[src/rtl/bt_cmd_ctrl.sv]
// Bluetooth command controller: synchronises decoded command levels, arbitrates edge
// events, tracks saturating volume and a wrapping song index with a req/ack handshake.
module bt_cmd_ctrl #(
  parameter int unsigned NUM_SONGS = 4,
  parameter int unsigned SONG_W    = 2,
  parameter int unsigned VOL_MAX   = 15,
  parameter int unsigned VOL_INIT  = 8,
  parameter int unsigned VOL_STEP  = 16
) (
  input  logic              ctrl_clk,
  input  logic              rst_n,
  input  logic              Bt_Inc_Vol,
  input  logic              Bt_Dec_Vol,
  input  logic              Bt_Next_Song,
  input  logic              Bt_Pre_Song,
  input  logic              Bt_Rst,
  input  logic              song_ack,
  output logic [3:0]        vol_level,
  output logic [15:0]       vol_word,
  output logic              vol_update,
  output logic [SONG_W-1:0] song_idx,
  output logic              song_req,
  output logic              soft_rst
);

  typedef enum logic [1:0] {StIdle, StReq, StGap} song_state_e;

  localparam logic [3:0]        VolMax   = 4'(VOL_MAX);
  localparam logic [3:0]        VolInit  = 4'(VOL_INIT);
  localparam logic [SONG_W-1:0] LastSong = SONG_W'(NUM_SONGS - 1);
  // Bit order {rst, pre, next, dec, inc}; remote reset is active-low so it idles high.
  localparam logic [4:0]        SyncRst  = 5'b10000;

  function automatic logic [7:0] att_of(input logic [3:0] lvl);
    logic [11:0] prod;
    prod = (12'(VOL_MAX) - 12'(lvl)) * 12'(VOL_STEP);
    return (prod > 12'd254) ? 8'd254 : prod[7:0];
  endfunction

  function automatic logic [SONG_W-1:0] idx_inc(input logic [SONG_W-1:0] i);
    return (i == LastSong) ? '0 : i + SONG_W'(1);
  endfunction

  function automatic logic [SONG_W-1:0] idx_dec(input logic [SONG_W-1:0] i);
    return (i == '0) ? LastSong : i - SONG_W'(1);
  endfunction

  localparam logic [7:0] AttInit = att_of(VolInit);

  // Input capture
  logic [4:0] raw;
  logic [4:0] sync1_q, sync2_q, prev_q;

  assign raw = {Bt_Rst, Bt_Pre_Song, Bt_Next_Song, Bt_Dec_Vol, Bt_Inc_Vol};

  always_ff @(posedge ctrl_clk or negedge rst_n) begin
    if (!rst_n) begin
      sync1_q <= SyncRst;
      sync2_q <= SyncRst;
      prev_q  <= SyncRst;
    end else begin
      sync1_q <= raw;
      sync2_q <= sync1_q;
      prev_q  <= sync2_q;
    end
  end

  // Edge detection and fixed-priority arbitration
  logic [3:0] rise;
  logic       ev_rst, ev_next, ev_pre, ev_inc, ev_dec, song_ev;

  assign rise    = sync2_q[3:0] & ~prev_q[3:0];
  assign ev_rst  = prev_q[4] & ~sync2_q[4];
  assign ev_next = rise[2] & ~ev_rst;
  assign ev_pre  = rise[3] & ~ev_rst & ~rise[2];
  assign ev_inc  = rise[0] & ~ev_rst & ~rise[2] & ~rise[3];
  assign ev_dec  = rise[1] & ~ev_rst & ~rise[2] & ~rise[3] & ~rise[0];
  assign song_ev = ev_next | ev_pre;

  // Volume
  logic [3:0]  vol_level_q, vol_level_d;
  logic [15:0] vol_word_q, vol_word_d;
  logic        vol_update_q, vol_update_d;
  logic        soft_rst_q;
  logic [7:0]  att_d;

  always_comb begin
    vol_level_d  = vol_level_q;
    vol_update_d = 1'b0;
    if (ev_rst) begin
      vol_level_d  = VolInit;
      vol_update_d = (vol_level_q != VolInit);
    end else if (ev_inc && (vol_level_q < VolMax)) begin
      vol_level_d  = vol_level_q + 4'd1;
      vol_update_d = 1'b1;
    end else if (ev_dec && (vol_level_q != 4'd0)) begin
      vol_level_d  = vol_level_q - 4'd1;
      vol_update_d = 1'b1;
    end
    att_d      = att_of(vol_level_d);
    vol_word_d = {att_d, att_d};
  end

  always_ff @(posedge ctrl_clk or negedge rst_n) begin
    if (!rst_n) begin
      vol_level_q  <= VolInit;
      vol_word_q   <= {AttInit, AttInit};
      vol_update_q <= 1'b0;
      soft_rst_q   <= 1'b0;
    end else begin
      vol_level_q  <= vol_level_d;
      vol_word_q   <= vol_word_d;
      vol_update_q <= vol_update_d;
      soft_rst_q   <= ev_rst;
    end
  end

  // Song FSM; tgt_q runs ahead of song_idx while a request is outstanding.
  song_state_e       state_q, state_d;
  logic [SONG_W-1:0] idx_q, idx_d, tgt_q, tgt_d, step_idx;
  logic              pend_q, pend_d, req_q, req_d;

  assign step_idx = ev_next ? idx_inc(tgt_q) : idx_dec(tgt_q);

  always_comb begin
    state_d = state_q;
    idx_d   = idx_q;
    tgt_d   = tgt_q;
    pend_d  = pend_q;
    req_d   = req_q;
    if (ev_rst) begin
      state_d = StIdle;
      idx_d   = '0;
      tgt_d   = '0;
      pend_d  = 1'b0;
      req_d   = 1'b0;
    end else begin
      unique case (state_q)
        StIdle: begin
          if (song_ev) begin
            idx_d   = step_idx;
            tgt_d   = step_idx;
            req_d   = 1'b1;
            state_d = StReq;
          end
        end
        StReq: begin
          if (song_ev) begin
            tgt_d  = step_idx;
            pend_d = 1'b1;
          end
          if (song_ack) begin
            req_d   = 1'b0;
            state_d = (pend_q || song_ev) ? StGap : StIdle;
          end
        end
        StGap: begin
          tgt_d   = song_ev ? step_idx : tgt_q;
          idx_d   = tgt_d;
          req_d   = 1'b1;
          pend_d  = 1'b0;
          state_d = StReq;
        end
        default: begin
          state_d = StIdle;
          req_d   = 1'b0;
          pend_d  = 1'b0;
        end
      endcase
    end
  end

  always_ff @(posedge ctrl_clk or negedge rst_n) begin
    if (!rst_n) begin
      state_q <= StIdle;
      idx_q   <= '0;
      tgt_q   <= '0;
      pend_q  <= 1'b0;
      req_q   <= 1'b0;
    end else begin
      state_q <= state_d;
      idx_q   <= idx_d;
      tgt_q   <= tgt_d;
      pend_q  <= pend_d;
      req_q   <= req_d;
    end
  end

  assign vol_level  = vol_level_q;
  assign vol_word   = vol_word_q;
  assign vol_update = vol_update_q;
  assign song_idx   = idx_q;
  assign song_req   = req_q;
  assign soft_rst   = soft_rst_q;

endmodule

[config.mk]
export PLATFORM = sky130hd
export DESIGN_NAME = bt_cmd_ctrl
export DESIGN_NICKNAME = d
export VERILOG_FILES = /design/src/rtl/bt_cmd_ctrl.sv
export SDC_FILE = /design/constraint.sdc
export NUM_CORES = 1
export LEC_CHECK = 0
export ABC_AREA = 1
export CORE_AREA = 3 3 70 88
export DETAILED_ROUTE_END_ITERATION = 7
export DIE_AREA = 0 0 73 91
export PLACE_DENSITY_LB_ADDON = 0.2
export REMOVE_ABC_BUFFERS = 1
export SLEW_MARGIN = 20
export SYNTH_ARGS = -nofsm -noshare
export SYNTH_HDL_FRONTEND = slang
export SYNTH_SLANG_ARGS = --single-unit
[constraint.sdc]
create_clock -name ctrl_clk -period 1.5 [get_ports ctrl_clk]
set_input_delay 0.3 -clock ctrl_clk [delete_from_list [all_inputs] [get_ports ctrl_clk]]
set_output_delay 0.3 -clock ctrl_clk [all_outputs]
set_load 0.005 [all_outputs]
==> impl_metrics.tcl, run 1 <==
set metrics [dict create \
    area.growth.synth_to_final_pct 28.9 \
    grt_start_max_net_pins 33 \
    finalHoldWorstSlack_ns 0.348 \
    finClkSkew_ns 0.00885 \
    power_density_nw_per_um2 1270 \
    io-pin-count 33 \
    vias_per_cell 4.12 \
    synthCells 183 \
    buffer_ports.inserted 24 \
    cts_root_buf "sky130_fd_sc_hd__clkbuf_8" \
    gr_usage_total_pct 9.42 \
    cts_max_level 2 \
    post_synth_xor_area_fraction_pct 1.09 \
    arrival_ns 1.14 \
    floorplan.initialDensity_pct 29.6 \
    mux_contribution_to_synthesized_area_pct 0 \
    wl_per_cell_um 9.79 \
    synth_fa_ha_area_share_pct 3.11 \
    floorplan.rows 30 \
    synth-seq-cells 32 \
    layoutNonFillerInstCount 284 \
    cp_slowest_stage_delay_ns 0.50 \
    hold_bufs_at_cts 0 \
    grt_first_pass_wirelength_um 4920 \
    tritoncts.num_buffers 5 \
    ir_drop_mv 0.477 \
    final-setup-viol-count 0 \
    power.static_leakage_nw 1.07 \
    required_ns 1.20 \
    netlist_area_sq_um 1610 \
    cp_cell_sequence "clkdlybuf4s50_1" \
    drt_first_iter_violations 41 \
    area_of_the_die_sq_um 6640 \
    detail_route.first_pass.iterations 4 \
    worst_skew_pair.late_latency_ns 0.28 \
    clock_tree_from_tritoncts "done" \
    post_route_cells_drive_above_1_share_pct 27.3 \
    final_max_slew_viol_count 0 \
    critical_path.max_fanout 2 \
    worst-setup-path-type "flip-flop to output port" \
    vias_in_the_first_global_route 1092 \
    yosys.cell_types.count 28 \
    vias 1171 \
    critical_path.endpoint_type "output port" \
    post-layout-total-power_mw 2.64 \
    gp_congestion 0.861 \
    area_of_the_core_sq_um 5440 \
    die_width_um 73 \
    main_combinational_cell_family_by_area_after_synthesis "simple AND/OR/NAND/NOR gates" \
    utilization_pct 38.2 \
    route.detailed.drc 0 \
    antenna_found_initial 0 \
    shortest_period_the_worst_path_allows_ns 1.44 \
    antenna_cells 0 \
    antenna_violating_nets_post_route 0 \
    seq_area_frac_synth_pct 50.2 \
    hold_viol 0 \
    timing.hold.worst.class "flip-flop to flip-flop" \
    max_clock_freq_mhz 694 \
    critical_path.slowest_cell "sky130_fd_sc_hd__clkdlybuf4s50_1" \
    min_period_over_period_pct 96.0 \
    final_nets 231 \
    worst-path-buf-inv 1 \
    synthesis.yosys.warnings 0 \
    place_inst 267 \
    crit_family "buffers and inverters" \
    postSynthAreaPerCell_sq_um 8.81 \
    worstSetupStartpointType "flip-flop" \
    routed_wirelength_um 2780 \
    grt_remaining_overflow 0 \
    cts_sinks 32 \
    synth_area_in_compound_gates_pct 4.97 \
    yosys.area_share.simple_pct 26.4 \
    detailedPlacementHpwl_um 2070 \
    cts.clk_slew.worst_paths_ns 0.07 \
    post_route_setup_tns_ns 0 \
    maxCapViolCount 0 \
    clk_path_buf_depth 2 \
    dieHeight_um 91 \
    outcome "finished clean" \
]
==> sequential cells by signal (all words and copies together), names as in the netlist <==
name        count
prev_q          5
sync1_q         5
sync2_q         5
vol_level       4
vol_word        4
song_idx        2
state_q         2
tgt_q           2
pend_q          1
soft_rst        1
vol_update      1
==> layer usage <==
layer	track usage (%)	share of wire, %	routed length, um
met4	3.38	1.2	34
met5	0	0	0
met1	11.4	43	1190
met3	3.32	4.4	121
met2	15.1	52	1440
==> path summary, 6_finish.rpt <==
| check | start | to | slack [ns] | depth (start not counted) |
|---|---|---|---|---|
| hold / removal | sync1_q[2] | sync2_q[2] | 0.35 | 0 |
| setup / recovery | song_idx[1] | song_idx[1] | 0.06 | 1 |
| hold reg to reg | sync1_q[2] | sync2_q[2] | 0.35 | 0 |
| setup reg to reg | vol_level[1] | vol_level[0] | 0.11 | 10 |
| max in group asynchronous | rst_n | vol_word[14] | 0.89 | 2 |
| min in group asynchronous | rst_n | vol_level[1] | 0.37 | 2 |
==> area by class of cell <==
cell class	instances	area [sq um]
flip-flops and latches	32	811
clock inverters	3	23.8
well taps	64	80.1
repair buffers	36	345
clock buffers	5	68.8
fillers	555	3370
multi-input cells	114	636
inverters	30	113
==> cells in the mapped netlist <==
library cell	count	area [sq um]
sky130_fd_sc_hd__ha_1	4	50.1
sky130_fd_sc_hd__buf_4	12	90.1
sky130_fd_sc_hd__nand2_1	51	191
sky130_fd_sc_hd__nand2_8	1	20.0
sky130_fd_sc_hd__dfstp_2	7	184
sky130_fd_sc_hd__nor2_4	2	22.5
sky130_fd_sc_hd__xnor2_1	1	8.76
sky130_fd_sc_hd__inv_2	5	18.8
sky130_fd_sc_hd__or2_2	1	6.26
sky130_fd_sc_hd__o21bai_1	1	7.51
sky130_fd_sc_hd__xor2_1	1	8.76
sky130_fd_sc_hd__o21ai_0	2	10.0
sky130_fd_sc_hd__a21oi_1	2	10.0
sky130_fd_sc_hd__o21ai_2	1	8.76
sky130_fd_sc_hd__buf_6	2	22.5
sky130_fd_sc_hd__nand2_2	5	31.3
sky130_fd_sc_hd__nor2_2	1	6.26
sky130_fd_sc_hd__nand2_4	1	11.3
sky130_fd_sc_hd__conb_1	1	3.75
sky130_fd_sc_hd__dfrtp_1	25	626
sky130_fd_sc_hd__a21oi_2	2	17.5
sky130_fd_sc_hd__inv_1	25	93.8
sky130_fd_sc_hd__nor2_1	7	26.3
sky130_fd_sc_hd__nand3_2	1	10.0
sky130_fd_sc_hd__nand3_1	18	90.1
sky130_fd_sc_hd__nor3_2	1	10.0
sky130_fd_sc_hd__o21ai_1	2	10.0
sky130_fd_sc_hd__a21oi_4	1	16.3
==> worst reg2reg max path, delay by kind of cell, from the launching register on <==
family                   cells  cell delay, ns
flip-flops                   1            0.38
buffers and inverters        3            0.28
AND/OR/NAND/NOR              6            0.46
adder cells (fa/ha/maj)      1            0.18
==> power by group <==
group / leakage [nW] / internal, mW / switching, mW
registers: 0.379 / 1.01 / 0.0745
logic: 0.650 / 0.442 / 0.445
clock network: 0.0404 / 0.328 / 0.341
total: 1.07 / 1.78 / 0.860
==> cell families after synthesis <==
family	Yosys count
AND/OR/NAND/NOR	89
adder cells (fa/ha/maj)	4
XOR/XNOR	2
buffers and inverters	44
AO/OA/AOI/OAI	11
other	1
flip-flops	32
==> placed cells by master (no fill, tap or decap), types with 2 or more instances in the layout <==
cell type,instances
sky130_fd_sc_hd__nand2_1,49
sky130_fd_sc_hd__dfrtp_1,24
sky130_fd_sc_hd__inv_1,22
sky130_fd_sc_hd__nand3_1,16
sky130_fd_sc_hd__clkdlybuf4s50_1,16
sky130_fd_sc_hd__buf_4,10
sky130_fd_sc_hd__inv_2,8
sky130_fd_sc_hd__conb_1,8
sky130_fd_sc_hd__dlygate4sd2_1,8
sky130_fd_sc_hd__dfstp_2,7
sky130_fd_sc_hd__nand2_2,6
sky130_fd_sc_hd__nor2_1,6
sky130_fd_sc_hd__clkbuf_8,5
sky130_fd_sc_hd__nor2_4,3
sky130_fd_sc_hd__nand3_2,3
sky130_fd_sc_hd__nand2_4,2
sky130_fd_sc_hd__o21ai_1,2
sky130_fd_sc_hd__a21oi_2,2
sky130_fd_sc_hd__a21oi_1,2
sky130_fd_sc_hd__o21ai_0,2
sky130_fd_sc_hd__ha_2,2
sky130_fd_sc_hd__ha_1,2
sky130_fd_sc_hd__clkinvlp_4,2
sky130_fd_sc_hd__buf_12,2
==> stage by stage <==
| stage | setup WS (ns) | cell area, sq um |
|---|---|---|
| after global placement | -0.0418 | 1890 |
| after detailed placement | 0.0195 | 1890 |
| after global routing | -0.0125 | 2080 |
| after CTS | 0.0110 | 2010 |
| final | 0.0601 | 2080 |
| after floorplan | 0.114 | 1530 |
==> repair_timing <==
action	in CTS	in global routing
buffers inserted	4	5
setup endpoints to repair	11	13
pin swaps	0	5
gates resized for setup	10	11
Note: power is estimated with default switching activity, not from simulation.
==> run 2: changes to the inputs <==
--- a/config.mk
+++ b/config.mk
@@ -10,6 +10,7 @@
 export DETAILED_ROUTE_END_ITERATION = 7
 export DIE_AREA = 0 0 73 91
 export PLACE_DENSITY_LB_ADDON = 0.2
+export RECOVER_POWER = 100
 export REMOVE_ABC_BUFFERS = 1
 export SLEW_MARGIN = 20
 export SYNTH_ARGS = -nofsm -noshare
==> run 2 against run 1 <==
  * Utilization decreased by 0.28 points
  * Clock-buffer cell count unchanged
  * Combinational power is 0.9% lower
  * Sequential share of layout area up 0.28 points
  * Final area shrank 0.72%
  * First-iteration DRC count down 2.4%
  * Worst setup slack improved by 0.00056 ns
  * Global-route usage unchanged
  * Clock skew about the same
  * Flip-flop and latch count stayed put
  * Sequential power is essentially flat
  * Via count shrank 0.17%
==> impl_metrics.tcl, run 2 (synthesized netlist as in run 1, its figures left out) <==
set metrics [dict create \
    layout.cells.most_common_list "sky130_fd_sc_hd__nand2_1, sky130_fd_sc_hd__dfrtp_1, sky130_fd_sc_hd__inv_1, sky130_fd_sc_hd__nand3_1" \
    worst-setup-path-type "flip-flop to output port" \
    vias_in_the_first_global_route 1092 \
    floorplan.rows 30 \
    outcome "finished clean" \
    worst_skew_pair.late_latency_ns 0.28 \
    critical_path_depth 1 \
    buffer_ports.inserted 24 \
    clk_path_buf_depth 2 \
    grt_start_max_net_pins 33 \
    drt_first_iter_violations 40 \
    worst_setup_path_startpoint "song_idx[1]" \
    detailedPlacementHpwl_um 2070 \
    maxCapViolCount 0 \
    power_report.internal_total_mw 1.77 \
    arrival_ns 1.14 \
    worst_slew_pin_slew_ns 0.776 \
    rr_startpoint "vol_level[1]" \
    wl_per_cell_um 9.80 \
    critical_path.slowest_cell "sky130_fd_sc_hd__clkdlybuf4s50_1" \
    die_width_um 73 \
    timing.hold.worst.class "flip-flop to flip-flop" \
    finClkSkew_ns 0.00901 \
    p_seq_share_pct 41.3 \
    critical_path.max_fanout 2 \
    regToRegSetupSlack_ns 0.11 \
    combPwrFrac_pct 33.3 \
    grt_remaining_overflow 0 \
    cp_slowest_stage_delay_ns 0.50 \
    route.detailed.drc 0 \
    cts_root_buf "sky130_fd_sc_hd__clkbuf_8" \
    gp_congestion 0.861 \
    min_period_over_period_pct 96.0 \
    critical_path.endpoint_type "output port" \
    final-setup-viol-count 0 \
    required_ns 1.20 \
    post_route_cells_drive_above_1_share_pct 27.3 \
    power_density_nw_per_um2 1280 \
    switching_share_pct 32.6 \
    detail_route.first_pass.iterations 4 \
    cts_max_level 2 \
    power.clock.fraction_pct 25.4 \
    hold_viol 0 \
    timing.reg2reg.worst_path_depth 10 \
    area_of_the_die_sq_um 6640 \
    floorplan.initialDensity_pct 29.6 \
    worstSetupStartpointType "flip-flop" \
    tritoncts.num_buffers 5 \
    antenna_found_initial 0 \
    grt_first_pass_wirelength_um 4920 \
    dieHeight_um 91 \
    cts_sinks 32 \
    net-switching-power_mw 0.859 \
    final_max_slew_viol_count 0 \
    area_of_the_core_sq_um 5440 \
    reg_top3 "prev_q (5), sync1_q (5), sync2_q (5)" \
    timing.rr.end "vol_level[0]" \
    final_nets 231 \
    shortest_period_the_worst_path_allows_ns 1.44 \
    clock_tree_from_tritoncts "done" \
    max_clock_freq_mhz 695 \
    place_inst 267 \
    power.static_leakage_nw 1.07 \
    mostFrequentLayoutCell "sky130_fd_sc_hd__nand2_1" \
    post-layout-total-power_mw 2.63 \
    io-pin-count 33 \
    worst_slew_margin_relative_to_its_limit_pct 48.2 \
    vias 1169 \
    critical_path.endpoint "song_idx[1]" \
    routed_wirelength_um 2780 \
    n_fill_cell 556 \
    ir_drop_mv 0.477 \
    worst-path-buf-inv 1 \
    vias_per_cell 4.12 \
    gr_usage_total_pct 9.42 \
    cp_cell_sequence "clkdlybuf4s50_1" \
    antenna_cells 0 \
    cts.clk_slew.worst_paths_ns 0.07 \
    hold-path-cell-count 0 \
    crit_family "buffers and inverters" \
    area.growth.synth_to_final_pct 28.0 \
    layoutNonFillerInstCount 284 \
    antenna_violating_nets_post_route 0 \
]
## run 2: cell count changes in the layout (fill, tap and decap cells not counted), sizes merged
cell,change
clkdlybuf4s50,-6
buf,-1
clkbuf,+1
dlygate4sd3,+6
## run 2: timing repair
item,4_1_cts,5_1_grt
buffers inserted,4,5
gates resized for setup,10,11
pin swaps,0,5
hold buffers,0,0
endpoints found under the setup margin,11,13
## run 2: worst min-delay path by stage
| stage | slack [ns] | to | from |
|---|---|---|---|
| final | 0.35 | sync2_q[2] | sync1_q[2] |
| after global routing | 0.35 | sync2_q[2] | sync1_q[2] |
| after CTS | 0.35 | sync2_q[2] | sync1_q[2] |
| after detailed placement | 0.33 | sync2_q[0] | sync1_q[0] |
| after global placement | 0.33 | sync2_q[1] | sync1_q[1] |
| after floorplan | 0.004 | pend_q | rst_n |
## run 2: layout make-up
class / count / area [sq um] / share of cell area (%)
Clock buffer: 5 / 68.8 / 3.34
Clock inverter: 3 / 23.8 / 1.15
Inverter: 30 / 113 / 5.46
Multi-Input combinational cell: 114 / 636 / 30.8
Sequential cell: 32 / 811 / 39.3
Tap cell: 64 / 80.1 / 3.88
Timing Repair Buffer: 36 / 330 / 16.0
## run 2: per-stage QoR
stage          utilization (%)  setup TNS [ns]  hold slack, ns  setup slack, ns  area [sq um]
3_3_place_gp              34.8         -0.0562           0.332          -0.0418          1890
5_1_grt                   37.9         -0.0125           0.354          -0.0125          2060
2_1_floorplan                -               0         0.00441            0.114          1530
4_1_cts                   36.9               0           0.350           0.0110          2010
6_report                  37.9               0           0.349           0.0606          2060
3_5_place_dp              34.8               0           0.335           0.0195          1890
## run 2: power groups by stage
stage,registers [mW],logic (mW),clock network (mW)
floorplan,1.13,0.432,0
global placement,1.13,0.789,0
detailed placement,1.13,0.785,0
CTS,1.09,0.823,0.707
global route,1.11,0.999,0.742
finish,1.09,0.878,0.669
## run 2: metal layers
layer	GRT usage, %	vias up	routed length (um)
met2	15.1	29	1440
met3	3.32	4	131
li1	-	607	-
met4	3.38	0	34
met1	11.4	529	1180
met5	0	-	0
